### src/rtl/button_event_decoder.sv
// Turns a debounced, clk-synchronous button level into single-cycle press/release/short/long/repeat
// events plus a held level; hold timing comes from an internal prescaler on clk.
module button_event_decoder #(
  parameter int unsigned PRESCALE     = 1000,
  parameter int unsigned LONG_TICKS   = 500,
  parameter int unsigned REPEAT_TICKS = 100,
  parameter int unsigned REPEAT_EN    = 1
) (
  input  logic clk,
  input  logic reset,
  input  logic level,
  output logic press_pulse,
  output logic release_pulse,
  output logic short_pulse,
  output logic long_pulse,
  output logic repeat_pulse,
  output logic held
);

  localparam int unsigned PW = $clog2(PRESCALE + 1);
  localparam int unsigned LW = $clog2(LONG_TICKS + 1);
  localparam int unsigned RW = $clog2(REPEAT_TICKS + 1);

  typedef enum logic [1:0] {
    ST_WAIT_LOW,
    ST_IDLE,
    ST_HELD,
    ST_LONG
  } state_e;

  state_e          state_q, state_d;
  logic [PW-1:0]   psc_q, psc_d;
  logic [LW-1:0]   hold_q, hold_d;
  logic [RW-1:0]   rep_q, rep_d;
  logic            press_q, press_d;
  logic            release_q, release_d;
  logic            short_q, short_d;
  logic            long_q, long_d;
  logic            repeat_q, repeat_d;
  logic            held_q, held_d;
  logic            tick;

  assign tick = (psc_q == PW'(PRESCALE - 1));

  // Next-state, counters and event decode; a falling level always beats a same-edge timing event.
  always_comb begin
    state_d   = state_q;
    psc_d     = psc_q;
    hold_d    = hold_q;
    rep_d     = rep_q;
    press_d   = 1'b0;
    release_d = 1'b0;
    short_d   = 1'b0;
    long_d    = 1'b0;
    repeat_d  = 1'b0;
    case (state_q)
      ST_WAIT_LOW: begin
        psc_d  = '0;
        hold_d = '0;
        rep_d  = '0;
        if (!level) state_d = ST_IDLE;
      end
      ST_IDLE: begin
        psc_d  = '0;
        hold_d = '0;
        rep_d  = '0;
        if (level) begin
          state_d = ST_HELD;
          press_d = 1'b1;
        end
      end
      ST_HELD: begin
        if (!level) begin
          state_d   = ST_IDLE;
          release_d = 1'b1;
          short_d   = 1'b1;
        end else begin
          psc_d = tick ? '0 : psc_q + PW'(1);
          if (tick) begin
            if (hold_q == LW'(LONG_TICKS - 1)) begin
              state_d = ST_LONG;
              long_d  = 1'b1;
              hold_d  = LW'(LONG_TICKS);
              rep_d   = '0;
            end else begin
              hold_d = hold_q + LW'(1);
            end
          end
        end
      end
      ST_LONG: begin
        if (!level) begin
          state_d   = ST_IDLE;
          release_d = 1'b1;
        end else begin
          psc_d = tick ? '0 : psc_q + PW'(1);
          // Repeat counter wraps even with repeat disabled so it can never overflow.
          if (tick) begin
            if (rep_q == RW'(REPEAT_TICKS - 1)) begin
              rep_d    = '0;
              repeat_d = (REPEAT_EN != 0);
            end else begin
              rep_d = rep_q + RW'(1);
            end
          end
        end
      end
      default: state_d = ST_WAIT_LOW;
    endcase
    held_d = (state_d == ST_HELD) || (state_d == ST_LONG);
  end

  always_ff @(posedge clk or posedge reset) begin
    if (reset) begin
      state_q   <= ST_WAIT_LOW;
      psc_q     <= '0;
      hold_q    <= '0;
      rep_q     <= '0;
      press_q   <= 1'b0;
      release_q <= 1'b0;
      short_q   <= 1'b0;
      long_q    <= 1'b0;
      repeat_q  <= 1'b0;
      held_q    <= 1'b0;
    end else begin
      state_q   <= state_d;
      psc_q     <= psc_d;
      hold_q    <= hold_d;
      rep_q     <= rep_d;
      press_q   <= press_d;
      release_q <= release_d;
      short_q   <= short_d;
      long_q    <= long_d;
      repeat_q  <= repeat_d;
      held_q    <= held_d;
    end
  end

  assign press_pulse   = press_q;
  assign release_pulse = release_q;
  assign short_pulse   = short_q;
  assign long_pulse    = long_q;
  assign repeat_pulse  = repeat_q;
  assign held          = held_q;

endmodule

### config.mk
export PLATFORM = sky130hd
export DESIGN_NAME = button_event_decoder
export DESIGN_NICKNAME = d
export VERILOG_FILES = /design/src/rtl/button_event_decoder.sv
export SDC_FILE = /design/constraint.sdc
export NUM_CORES = 1
export LEC_CHECK = 0
export ABC_CLOCK_PERIOD_IN_PS = 1850
export CORE_ASPECT_RATIO = 1.75
export CORE_UTILIZATION = 37
export DETAILED_ROUTE_END_ITERATION = 10
export GPL_ROUTABILITY_DRIVEN = 0
export REMOVE_ABC_BUFFERS = 1
export SYNTH_ARGS = -nofsm -noshare
export SYNTH_HDL_FRONTEND = slang
export SYNTH_SLANG_ARGS = --single-unit
### constraint.sdc
create_clock -name clk -period 1.85 [get_ports clk]
set_input_delay 0.185 -clock clk [delete_from_list [all_inputs] [get_ports clk]]
set_output_delay 0.185 -clock clk [all_outputs]
set_load 0.005 [all_outputs]
==> reports/results.tsv <==
stage	metric	value	unit
grt	GRT Residual Overflow	0	
timing	Worst Tran Pin Value	0.4427	ns
routing	DR DRC count	0	
clock_network	CTS Buf Count	5	
logic_synthesis	Async S/R FF share, synth	1.000	
clock_network	CTS Sinks	33	
worst_setup_path	Startpoint Class	flip-flop	
routing	routed wire length per instance	14.67	um
routing	Pre-antenna DRT Iters	4	
clock_network	clock root cell	clkbuf_8	
timing	hold_ws	0.2865	ns
power_and_ir_drop	total leakage power	1.105	nW
routing	post-DR vias/cell	5.564	
worst_setup_path	Cell Chain, Critical Path	nand4bb_4 -> or4_4 -> or4_1 -> nand3_1	
worst_setup_path	CP peak stage delay	0.57	ns
logic_synthesis	Post-synth top flop	dfrtp_1	
power_and_ir_drop	Net Sw Frac	0.3320	
logic_synthesis	register area share after synthesis	0.4336	
flow_run	max_cap viols	0	
timing	skew final	0.006409	ns
logic_synthesis	post-synthesis simple-gate area fraction	0.2963	
logic_synthesis	main combinational cell family by area after synthesis	simple AND/OR/NAND/NOR gates	
worst_setup_path	WS Path Type	reg -> reg	
clock_network	clk buf depth	2	
logic_synthesis	Post-synth EDFFs	0	
worst_setup_path	CP Max Fanout	5	
power_and_ir_drop	Overall Power	2.114	mW
clock_network	CTS tree	yes	
layout	Nets	269	
layout	share of cells above drive strength 1	0.2615	
die	die height	96.91	um
logic_synthesis	Adder-Cell Fraction of Synth Area	0.04599	
die	FP Rows	34	
timing	Fmax	546.7	MHz
die	area of the die	5449	um^2
placement	Post-DP HPWL	3286	um
min_path	hold crit path type	in -> async	
power_and_ir_drop	VDD IR max	0.7618	mV
logic_synthesis	Syn Inst Count	207	
timing	Fin. Hold Viols	0	
logic_synthesis	syn_area_per_cell	9.200	um^2
logic_synthesis	FF+latch count, synth	33	
timing	Slew HR	0.7048	
die	Starting Density	0.3826	
logic_synthesis	Yosys cell types	45	
clock_network	Reg clk slew, reported paths	0.07	ns
worst_setup_path	CP required	2.08	ns
timing	Finish-stage setup viols	0	
grt	Total GRT Usage	0.1815	
outcome	status	finished, final reports clean	
worst_setup_path	slowest stage cell, crit path	or4_4	
die	core region area	4977	um^2
worst_setup_path	critical path's top delay family	simple AND/OR/NAND/NOR gates	
timing	minimum clock period	1.829	ns
grt	largest net degree at the start of global routing	34	
timing	fin. max-slew vios	0	
placement	PortBufs	8	
power_and_ir_drop	P_sw	702.0	uW
power_and_ir_drop	clock share of power	0.292	
timing	unrepaired setup endpoints after global routing	yes	
grt	initial antenna violation count	0	
timing	Setup TNS	0	ns
timing	final worst-path setup slack	0.02095	ns
power_and_ir_drop	Pwr Density	851.7	nW/um^2
power_and_ir_drop	Cell Int Power	1.412	mW
grt	vias in the first global route	1808	
placement	Place WS	-0.1757	ns
worst_setup_path	Arr. time, crit path	2.06	ns
logic_synthesis	Ys Warns	0	
routing	initial drt markers	60	
clock_network	later-pin clock latency in the skew report	0.29	ns
layout	commonest non-fill, non-tap cell in the layout	buf_4	
layout	Non-Filler Instances	314	
routing	Routed WL	4606	um
clock_network	H-tree Lvls	2	
logic_synthesis	Post-Synth XOR/XNOR Area	0.02760	
power_and_ir_drop	Sequential Power Share	0.388	
worst_setup_path	Worst Path Buf+Inv	0	
power_and_ir_drop	Logic pwr share	0.320	
routing	via count	1747	
layout	area grow syn2layout	30.35	%
die	Die X	56.23	um
logic_synthesis	Post-Syn Area	1904	um^2
routing	Routed Antenna Nets	0	
die	Top Ports	9	
timing	final worst path period share	0.9887	
logic_synthesis	Synth Area in Compound Gates	0.1577	
layout	commonest cells after routing, fill and taps aside	buf_4, dfrtp_1, nand2_1, nand3_1, nor2_1	
layout	Ant. Diodes	0	
worst_setup_path	nature of the critical path endpoint	flip-flop	
placement	# placed instances	302	
logic_synthesis	multiplexer share of the synthesized area	0.005913	
grt	first-pass GRT wire length	7852	um
## kinds of logic (layout without fill, tap and decap cells)
| group | after synthesis | count (layout) |
|---|---|---|
| compound gates | 44 | 44 |
| xor+xnor | 6 | 6 |
| fa+ha+maj | 7 | 7 |
| buf+inv | 16 | 69 |
| flops | 33 | 33 |
| mux | 1 | 1 |
| simple gates | 100 | 100 |
## layout make-up
type | count | area (um^2)
inverters | 8 | 30.03
repair buffers | 53 | 421.7
multi-input cells | 158 | 1036
clock inverters | 1 | 5.005
flip-flops and latches | 33 | 825.8
fillers | 470 | 2495
well taps | 54 | 67.56
clock buffers | 7 | 96.34
## sequential cells by signal (all words and copies together), names as in the netlist
signal and cells:
rep_q 7, short_pulse 1, release_pulse 1, psc_q 10, long_pulse 1, repeat_pulse 1
hold_q 9, state_q 1, held 1, press_pulse 1
## per-stage QoR
stage / cell area (um^2) / util
finish: 2482 / 0.4987
CTS: 2434 / 0.4889
global placement: 2327 / 0.4676
floorplan: 1872 / -
global route: 2482 / 0.4987
detailed placement: 2327 / 0.4676
## tightest hold or removal path, stage by stage
cell and delay, ns:
clkdlybuf4s50_1 0.39, inv_1 0.05, buf_4 0.38
## synthesized netlist by cell type, drive strengths merged (2+ instances only)
cell type | count | area share
xnor2 | 4 | 0.018
and2 | 2 | 0.0066
o211ai | 4 | 0.016
or4 | 6 | 0.028
or3 | 5 | 0.016
nand4 | 7 | 0.023
buf | 2 | 0.0053
nand3 | 13 | 0.034
a31oi | 8 | 0.026
nor3 | 7 | 0.021
nor4 | 4 | 0.013
o21ai | 8 | 0.021
a211o | 2 | 0.0092
a21oi | 6 | 0.016
ha | 7 | 0.046
o311ai | 2 | 0.0092
xor2 | 2 | 0.0092
a21o | 2 | 0.0079
a2bb2oi | 2 | 0.0092
o41ai | 2 | 0.0092
clkbuf | 6 | 0.012
a211oi | 2 | 0.0079
nor2b | 2 | 0.0066
nand2b | 2 | 0.0066
nand2 | 27 | 0.053
inv | 8 | 0.016
nor2 | 12 | 0.024
dfrtp | 33 | 0.43
and3 | 6 | 0.020
nand4bb | 2 | 0.020
## metal layers
metal / up-vias / wire length [um] / global-route usage
met5: - / 0 / 0
met3: 12 / 102 / 0.03342
met2: 28 / 2422 / 0.3123
met4: 0 / 129 / 0.1069
met1: 832 / 1951 / 0.2034
li1: 875 / - / -
## power groups by stage
| stage | Sequential [mW] | Clock (mW) | Combinational, mW |
|---|---|---|---|
| detailed placement | 0.837 | 0 | 0.657 |
| global route | 0.830 | 0.662 | 0.751 |
| global placement | 0.836 | 0 | 0.653 |
| floorplan | 0.832 | 0 | 0.359 |
| CTS | 0.822 | 0.635 | 0.663 |
| finish | 0.821 | 0.617 | 0.676 |
## path summary, 6_finish.rpt
check | from | endpoint | slack [ns] | depth (start not counted)
worst max-delay path | psc_q[4]$_DFFE_PP0N_ | hold_q[5]$_DFFE_PP0P_ | 0.02 | 4
worst min-delay path | reset | hold_q[5]$_DFFE_PP0P_ | 0.29 | 3
worst max register to register | psc_q[4]$_DFFE_PP0N_ | hold_q[5]$_DFFE_PP0P_ | 0.02 | 4
worst min register to register | hold_q[8]$_DFFE_PP0P_ | hold_q[8]$_DFFE_PP0P_ | 0.51 | 1
max in group asynchronous | reset | hold_q[0]$_DFFE_PP0P_ | 1.24 | 3
min in group clk | hold_q[8]$_DFFE_PP0P_ | hold_q[8]$_DFFE_PP0P_ | 0.51 | 1
## repair_timing
item / in CTS / in global routing
endpoints found under the setup margin: 3 / 8
buffers inserted: 0 / 4
pin swaps: 0 / 2
hold buffers: 0 / 0
resized for setup: 2 / 6
endpoints found under the hold margin: 0 / 0
Note: power is estimated with default switching activity, not from simulation.
==> patch, RTL diff (same flow settings) <==
Change the parameter `PRESCALE` from 1000 to 500.
--- a/src/rtl/button_event_decoder.sv
+++ b/src/rtl/button_event_decoder.sv
@@ -1,7 +1,7 @@
 // Turns a debounced, clk-synchronous button level into single-cycle press/release/short/long/repeat
 // events plus a held level; hold timing comes from an internal prescaler on clk.
 module button_event_decoder #(
-  parameter int unsigned PRESCALE     = 1000,
+  parameter int unsigned PRESCALE     = 500,
   parameter int unsigned LONG_TICKS   = 500,
   parameter int unsigned REPEAT_TICKS = 100,
   parameter int unsigned REPEAT_EN    = 1
Behaviour: same outputs for any inputs over 10 cycles, from zero or initial values and one cycle with reset high; that may be too few to reach the edited logic, so the function may still have changed.
==> patch against the unedited design <==
Synthesized area fell by 6.8%; routed wire length fell by 12%; sequential cell count fell by 1; final area fell by 9.9%; critical path type unchanged; hold slack improved by 0.0042 ns; worst setup slack improved by 0.038 ns; global-route usage rose by 0.95 points; sequential share of layout area rose by 2.5 points; combinational power rose by 27%; clock power fell by 9.2%; power rose by 5.7%; count of clock-buffer cells in the layout rose by 1; critical path depth rose by 1.
==> patch: results (changes against the unedited design) <==
| Metric | Value |
|---|---|
| Worst-case reg-to-reg path depth | `5 (+1)` |
| Pin count of the biggest net entering global routing | `33 (-2.9%)` |
| CP arrival | `2.02 ns (-0.04 ns)` |
| Fillers | `453 (-3.6%)` |
| Vias in the first global route | `1624 (-10%)` |
| Outcome | `completed` |
| Slowest stage delay, CP | `0.51 ns (-0.06 ns)` |
| Nets | `224 (-17%)` |
| Final wirelength | `4.072 mm (-12%)` |
| Peak supply drop | `0.0006160 V (-19%)` |
| Finished Layout Cells | `267 (-15%)` |
| Flop2flop setup slack | `0.06 ns (+0.04 ns)` |
| Mux share of post-synthesis cell area | `0.6347% (+0.043 points)` |
| Clock Skews | `0.006875 ns (+0.0004664 ns)` |
| CP Max Fanout | `7 (+2)` |
| Most frequent cells after synthesis | `dfrtp_1 (32), nor2_1 (17), nand2_1 (12), nand3_1 (11), inv_1 (10)` |
| Lkg Pwr | `1.024 nW (-7.3%)` |
| First-pass GRT wire length | `7.141 mm (-9.1%)` |
| Initial DRC count | `27 (-55%)` |
| Synth Area in XOR/XNOR | `2.962% (+0.20 points)` |
| Worst Tran Pin Value | `0.4018 ns (-0.04095 ns)` |
| Vias/cell | `5.704 (+2.5%)` |
| RR Endpoint | `hold_q[6]$_DFFE_PP0P_` |
| Gr usage total | `19.11% (+0.95 points)` |
| Reg2Reg Launch Point | `psc_q[0]$_DFFE_PP0N_` |
| Detailed placer's ending HPWL | `2.772 mm (-16%)` |
| Slowest cell on crit path | `or4b_1` |
| Sequential fraction of the synthesis area | `45.13% (+1.8 points)` |
[patch: changes by cell type after synthesis, sizes merged, moves of 4 or more]
cell    before  now
nor2        12   17
xor2         2    6
or4          6    0
or3          5    1
nand2       27   12
xnor2        4    0
nor3         7    0
a21oi        6    0
nand2b       2    6
a31oi        8    2
[patch: cells by family after synthesis]
group                      Yosys count
DFF                                 32
xor gates and xnor gates             6
AOI/OAI and AO/OA                   41
muxes                                1
adders and majority gates            7
and+or+nand+nor                     77
buffers and inverters               16
[patch: per-layer routing]
metal	routed length (um)	GRT usage (%)
met1	1608	20.74
met2	2214	32.62
met3	127	3.740
met4	121	10.68
met5	0	0
[patch: how the worst max path moves through the flow]
stage | from | endpoint | slack, ns | depth (start not counted)
3_5_place_dp | level | hold_q[7]$_DFFE_PP0P_ | -0.19 | 5
4_1_cts | state_q[0]$_DFF_PP0_ | rep_q[6]$_DFFE_PP0P_ | 0.007 | 7
2_1_floorplan | psc_q[0]$_DFFE_PP0N_ | rep_q[5]$_DFFE_PP0P_ | -0.39 | 5
3_3_place_gp | level | hold_q[5]$_DFFE_PP0P_ | -0.14 | 5
6_report | psc_q[0]$_DFFE_PP0N_ | hold_q[6]$_DFFE_PP0P_ | 0.06 | 5
5_1_grt | psc_q[1]$_DFFE_PP0N_ | hold_q[6]$_DFFE_PP0P_ | -0.01 | 5
[patch: timing repair]
| action | in CTS | in global routing |
|---|---|---|
| hold endpoints to repair | 0 | 0 |
| resized for setup | 3 | 13 |
| setup buffers | 4 | 3 |
| gates cloned | 1 | 0 |
| pin swaps | 1 | 5 |
| setup endpoints to repair | 15 | 12 |
[patch: through the flow]
step	cell area, um2	power [mW]	hold slack, ns	worst slack (ns)	util, %
CTS	2180	2.207	0.3119	0.006725	47.13
global placement	2014	1.506	0.4868	-0.1449	43.56
finish	2237	2.234	0.2908	0.05921	48.38
global route	2237	2.383	0.3527	-0.01047	48.38
floorplan	1742	1.260	0.2506	-0.3933	-
detailed placement	2014	1.539	0.4949	-0.1906	43.56
[patch: where the power goes]
group          internal, mW  switching, mW
clock network         0.303          0.257
logic                 0.423          0.437
registers             0.760         0.0539
[patch: final cells by class]
type,instances,area [um2],area share (%)
tap,52,65.06,2.908
timing repair buffer,32,272.8,12.19
inverter,10,37.54,1.678
multi-input combinational,133,970.9,43.40
clock buffer,8,90.09,4.027
sequential,32,800.8,35.79
[patch: critical path, delay by kind of cell, from the launching register on]
| family | cells | cell delay, ns |
|---|---|---|
| AND/OR/NAND/NOR | 4 | 1.17 |
| adder cells (fa/ha/maj) | 1 | 0.16 |
| flip-flops | 1 | 0.39 |
